===== config.mk =====
export PLATFORM = sky130hd
export DESIGN_NAME = int_divmod_unit
export DESIGN_NICKNAME = d
export VERILOG_FILES = /design/src/rtl/int_divmod_unit.sv
export SDC_FILE = /design/constraint.sdc
export NUM_CORES = 1
export LEC_CHECK = 0
export CORE_MARGIN = 3
export CORE_UTILIZATION = 45
export DETAILED_ROUTE_END_ITERATION = 10
export GPL_TIMING_DRIVEN = 0
export PLACE_DENSITY = 0.65
export SLEW_MARGIN = 40
export SYNTH_ARGS = -nofsm -noshare
export SYNTH_HDL_FRONTEND = slang
export SYNTH_SLANG_ARGS = --single-unit

===== constraint.sdc =====
create_clock -name clk -period 10.05 [get_ports clk]
set_clock_uncertainty 0.05 [all_clocks]
set_input_delay 1.5075 -clock clk [delete_from_list [all_inputs] [get_ports clk]]
set_output_delay 1.5075 -clock clk [all_outputs]
set_load 0.03 [all_outputs]

===== src/rtl/int_divmod_unit.sv =====
// int_divmod_unit
// Iterative signed integer divide/modulo for the integer EX path.
// Radix-2 restoring division on operand magnitudes, one quotient bit per
// cycle, with C-style truncation sign fix-up applied on the last iteration.
//
// Ports:
//   clk          in   clock, rising edge
//   rst          in   synchronous reset, active-high
//   start        in   EX issues div/mod; held high while stalled
//   op_mod       in   0 = quotient, 1 = remainder (latched on accept)
//   dividend     in   signed numerator
//   divisor      in   signed denominator
//   stall        out  combinational; EX must hold its instruction
//   busy         out  high while iterating (RUN)
//   done         out  one-cycle pulse, result valid
//   result       out  quotient or remainder; held until next accept
//   div_by_zero  out  qualifies done; divisor was zero
//   state_dbg    out  current FSM state (IDLE=0, RUN=1, DONE=2)
//
// Handshake: an op is accepted on the edge where state is IDLE and start is
// high. stall is raised combinationally in that cycle and stays high through
// RUN, so EX holds start and operands until done. done is a single-cycle
// pulse in DONE with stall low; start is ignored in DONE, so a back-to-back
// op is accepted in the following IDLE cycle.
module int_divmod_unit #(
  parameter int WIDTH = 32
) (
  input  logic             clk,
  input  logic             rst,
  input  logic             start,
  input  logic             op_mod,
  input  logic [WIDTH-1:0] dividend,
  input  logic [WIDTH-1:0] divisor,
  output logic             stall,
  output logic             busy,
  output logic             done,
  output logic [WIDTH-1:0] result,
  output logic             div_by_zero,
  output logic [1:0]       state_dbg
);

  localparam int CW = $clog2(WIDTH);

  typedef enum logic [1:0] {
    IDLE = 2'd0,
    RUN  = 2'd1,
    DONE = 2'd2
  } state_t;

  state_t state, state_nxt;

  logic [WIDTH-1:0] rem_q;
  logic [WIDTH-1:0] quo_q;
  logic [WIDTH-1:0] dvs_q;
  logic [CW-1:0]    cnt_q;
  logic             mod_q;
  logic             neg_quo_q;
  logic             neg_rem_q;

  logic             accept;
  logic             divisor_zero;
  logic             last_iter;
  logic [WIDTH-1:0] dividend_mag;
  logic [WIDTH-1:0] divisor_mag;

  logic [WIDTH:0]   trial_shift;
  logic [WIDTH:0]   trial_diff;
  logic [WIDTH-1:0] rem_nxt;
  logic [WIDTH-1:0] quo_nxt;
  logic [WIDTH-1:0] quo_fixed;
  logic [WIDTH-1:0] rem_fixed;

  assign accept       = (state == IDLE) && start;
  assign divisor_zero = (divisor == '0);
  assign last_iter    = (cnt_q == CW'(WIDTH - 1));

  // Two's-complement magnitude; the most negative value maps onto itself,
  // which reads correctly as an unsigned magnitude.
  assign dividend_mag = dividend[WIDTH-1] ? -dividend : dividend;
  assign divisor_mag  = divisor[WIDTH-1]  ? -divisor  : divisor;

  // One restoring step. The shifted partial remainder is kept one bit wider
  // so the borrow of the trial subtraction lands in the top bit.
  always_comb begin
    trial_shift = {rem_q, quo_q[WIDTH-1]};
    trial_diff  = trial_shift - {1'b0, dvs_q};
    rem_nxt     = trial_shift[WIDTH-1:0];
    quo_nxt     = {quo_q[WIDTH-2:0], 1'b0};
    if (!trial_diff[WIDTH]) begin
      rem_nxt = trial_diff[WIDTH-1:0];
      quo_nxt = {quo_q[WIDTH-2:0], 1'b1};
    end
  end

  // Negating zero yields zero, so zero results never come out negative.
  assign quo_fixed = neg_quo_q ? -quo_nxt : quo_nxt;
  assign rem_fixed = neg_rem_q ? -rem_nxt : rem_nxt;

  always_ff @(posedge clk) begin
    if (rst) begin
      state <= IDLE;
    end else begin
      state <= state_nxt;
    end
  end

  always_comb begin
    state_nxt = state;
    case (state)
      IDLE: begin
        if (start) begin
          state_nxt = divisor_zero ? DONE : RUN;
        end
      end
      RUN: begin
        if (last_iter) begin
          state_nxt = DONE;
        end
      end
      DONE: begin
        state_nxt = IDLE;
      end
      default: begin
        state_nxt = IDLE;
      end
    endcase
  end

  always_ff @(posedge clk) begin
    if (rst) begin
      rem_q       <= '0;
      quo_q       <= '0;
      dvs_q       <= '0;
      cnt_q       <= '0;
      mod_q       <= 1'b0;
      neg_quo_q   <= 1'b0;
      neg_rem_q   <= 1'b0;
      result      <= '0;
      div_by_zero <= 1'b0;
    end else begin
      if (accept) begin
        if (divisor_zero) begin
          result      <= op_mod ? dividend : '1;
          div_by_zero <= 1'b1;
        end else begin
          rem_q       <= '0;
          quo_q       <= dividend_mag;
          dvs_q       <= divisor_mag;
          cnt_q       <= '0;
          mod_q       <= op_mod;
          neg_quo_q   <= dividend[WIDTH-1] ^ divisor[WIDTH-1];
          neg_rem_q   <= dividend[WIDTH-1];
          div_by_zero <= 1'b0;
        end
      end else if (state == RUN) begin
        rem_q <= rem_nxt;
        quo_q <= quo_nxt;
        cnt_q <= cnt_q + CW'(1);
        if (last_iter) begin
          result <= mod_q ? rem_fixed : quo_fixed;
        end
      end
    end
  end

  assign stall     = accept || (state == RUN);
  assign busy      = (state == RUN);
  assign done      = (state == DONE);
  assign state_dbg = state;

endmodule


==> impl_metrics.csv <==
group,metric,value,unit
critical_path,endpoint_kind,"register",
floorplan,die_w,161.1,microns
clock_network,clock_latency,430,ps
timing,slew_headroom,0.4314,
grt,grt_first_pass_wirelength,61470,microns
logic_synthesis,synthArstFlopShare,0,
place,gp_congestion,0.9353,
floorplan,io_pins,106,
critical_path,cp_max_fo,10,
flow_run,drv_cap,0,
drt,drt_wl_total,39410,microns
critical_path,crit_family,"compound AO/OA/AOI/OAI gates",
clock_network,clkTransAtPathRegs,60,ps
critical_path,worst_path_most_repeated_cell,"ha_1",
logic_synthesis,synth.cell_area,10820,sq um
clock_network,cts_root_buffer,"clkbuf_16",
timing,setup_viol,0,
grt,grt_max_degree,17,
critical_path,required,10350,ps
drt,drt_iter0_markers,1126,
logic_synthesis,syn_nets,1581,
finish,layout.nets,1702,
clock_network,cts_buffers,17,
logic_synthesis,seq_area_frac_synth,0.2572,
outcome,outcome,"complete, no violations",
logic_synthesis,avgSynthCellArea,7.340,sq um
drt,drtAntennaViolNets,0,
logic_synthesis,synthCells,1474,
logic_synthesis,yosys_warnings,0,
clock_network,cts_tree,"done",
critical_path,critPathBufInv,4,
logic_synthesis,synth_edf_count,0,
finish,layout-drive-gt1-share,0.05535,
logic_synthesis,synth_flop_cell,"dfxtp_1",
clock_network,cts_num_sinks,139,
timing,max_freq,171.2,MHz
critical_path,critPathKind,"reg2reg",
timing,fin_hold_ws,400.2,ps
critical_path,crit_chain,"inv_1 > ha_1 > fa_1 > nand2b_1 > a21oi_2 > o2111ai_1 > a211oi_2 > o21a_2 > nor2_8 > inv_2 > buf_2 > buf_1 > ha_1 > nand3_1 > o41ai_1 > xnor2_1 > nor2_1 > a2111o_1 > a21oi_1",
logic_synthesis,synth.distinct_cells,82,
floorplan,rows,56,
floorplan,core_area,23540,sq um
finish,area_growth,18.54,%
timing,fin_crit,5840,ps
timing,tightest_slew,853.0,ps
floorplan,die_h,161.1,microns
critical_path,cp_slowest_stage_delay,570,ps
clock_network,cts_resized,0,
clock_network,post_cts_buffers,0,
grt,antenna_found_initial,0,
critical_path,start_kind,"register",
grt,overflow,0,
place,port_buffers,102,
drt,drt-wirelength-per-cell,20.45,microns
drt,vias,11719,
timing,hold_viol_final,0,
timing,min_period_over_period,0.5811,
grt,track_usage,0.2982,
floorplan,initial_core_util,0.4596,
clock_network,cts_hold_buf,0,
clock_network,ctsHtreeMaxLevel,4,
timing,final_max_slew_viol_count,0,
floorplan,die_area,25940,sq um
clock_network,clockBufferDepth,2,
timing,setup_tns,0,ps
logic_synthesis,ys_ff_latch,139,
timing,rsz0062_at_grt,"no",
worst_hold_path,min_path_type,"reg2reg",
place,dp_hpwl,30880,microns
drt,drc,0,
drt,drt-pass1-iter-count,6,
finish,diodes,0,
critical_path,slowest_stage,"buf_1",
grt,grt_pass1_vias,10989,
critical_path,arrival,6140,ps
drt,vias_per_cell,6.081,
cell usage after synthesis, types with 7 or more instances:
cell | instances | area (sq um)
or4_1 | 13 | 97.59
nand2_1 | 136 | 510.5
xor2_1 | 77 | 674.4
nand4_1 | 10 | 62.56
o41ai_1 | 18 | 157.7
o22ai_1 | 7 | 43.79
nor4_1 | 13 | 81.33
or2_2 | 8 | 50.05
buf_2 | 16 | 80.08
or3_1 | 13 | 81.33
o21ai_0 | 90 | 450.4
o211ai_1 | 8 | 60.06
xnor2_1 | 59 | 516.8
dfxtp_1 | 139 | 2783
inv_1 | 51 | 191.4
o221ai_1 | 19 | 166.4
a211oi_1 | 55 | 412.9
nand3_1 | 17 | 85.08
nor3_1 | 26 | 130.1
nor2_1 | 236 | 885.9
ha_1 | 38 | 475.5
o21ai_1 | 9 | 45.04
a21o_1 | 12 | 90.09
nand2b_1 | 17 | 106.4
o31ai_1 | 28 | 210.2
a31oi_1 | 30 | 187.7
a221oi_1 | 17 | 148.9
clkbuf_1 | 70 | 262.8
a21oi_1 | 104 | 520.5
mux2i_1 | 31 | 310.3
final timing paths:
path | start | depth (start not counted) | slack, ps | end
worst min register to register | dvs_q[26] | 2 | 400 | dvs_q[26]
worst max register to register | quo_q[31] | 19 | 4210 | result[24]
worst max-delay path | quo_q[31] | 19 | 4210 | result[24]
worst min-delay path | dvs_q[26] | 2 | 400 | dvs_q[26]
tightest hold or removal path, stage by stage (launching register included):
cell	delay (ps)
dfxtp_1	310
nand2_1	50
a21oi_1	50
registers in the layout (all words and copies together) (netlist names):
register,count
cnt_q,5
div_by_zero,1
dvs_q,32
mod_q,1
neg_quo_q,1
neg_rem_q,1
quo_q,32
rem_q,32
result,32
state_dbg,2
routing by layer:
layer,up-vias,share of wire,track usage
li1,5573,-,-
met1,5538,0.45,0.4291
met2,536,0.43,0.4459
met3,72,0.092,0.06309
met4,0,0.032,0.09582
met5,-,0,0
logic make-up after synthesis:
| family | after synthesis | synth area share |
|---|---|---|
| DFF | 139 | 0.2572 |
| muxes | 31 | 0.02868 |
| and+or+nand+nor | 529 | 0.2253 |
| AOI/OAI and AO/OA | 452 | 0.2774 |
| adders and majority gates | 39 | 0.04580 |
| buffers and inverters | 148 | 0.05551 |
| xor gates and xnor gates | 136 | 0.1101 |
area by class of cell:
cell class	instances	area (sq um)
fill	2396	10720
tap	319	399.1
timing repair buffer	102	1021
multi-input combinational	1187	7440
clock inverter	11	110.1
buffer	95	402.9
inverter	53	198.9
clock buffer	21	470.5
sequential	139	2783
metrics by stage:
step | instance area (sq um) | utilization | cells | setup slack (ps)
after CTS | 12820 | 0.5446 | 1927 | 4330
after floorplan | 10820 | - | 1474 | 5691
final | 12820 | 0.5447 | 1927 | 4210
after global routing | 12820 | 0.5447 | 1927 | 3887
after detailed placement | 12240 | 0.5199 | 1895 | 3936
after global placement | 12240 | 0.5199 | 1895 | 3993
cell usage in the layout (no fill, tap or decap), drive strengths merged, types with 5 or more instances in the layout:
cell / Yosys / routed
buf: 23 / 23
o31ai: 31 / 31
o211ai: 8 / 8
ha: 38 / 38
nor2b: 6 / 6
o22ai: 7 / 7
o21ai: 100 / 100
a211oi: 57 / 57
nand2: 137 / 137
or3: 13 / 13
o221ai: 19 / 19
or4: 14 / 14
clkinv: 1 / 5
and3: 5 / 5
nand2b: 17 / 17
or2: 9 / 9
xnor2: 59 / 59
nand3: 17 / 17
mux2i: 31 / 31
nor4: 15 / 15
a21oi: 107 / 107
inv: 52 / 55
dfxtp: 139 / 139
nor2: 239 / 239
o41ai: 20 / 20
clkdlybuf4s50: 0 / 102
nor3: 27 / 27
xor2: 77 / 77
clkbuf: 72 / 93
o21a: 7 / 7
a221oi: 17 / 17
nand4: 10 / 10
a21o: 12 / 12
a22oi: 5 / 5
a31oi: 30 / 30
Power is not shown: default switching activity piles up to over one toggle a cycle in this logic, so the estimate is an artifact.
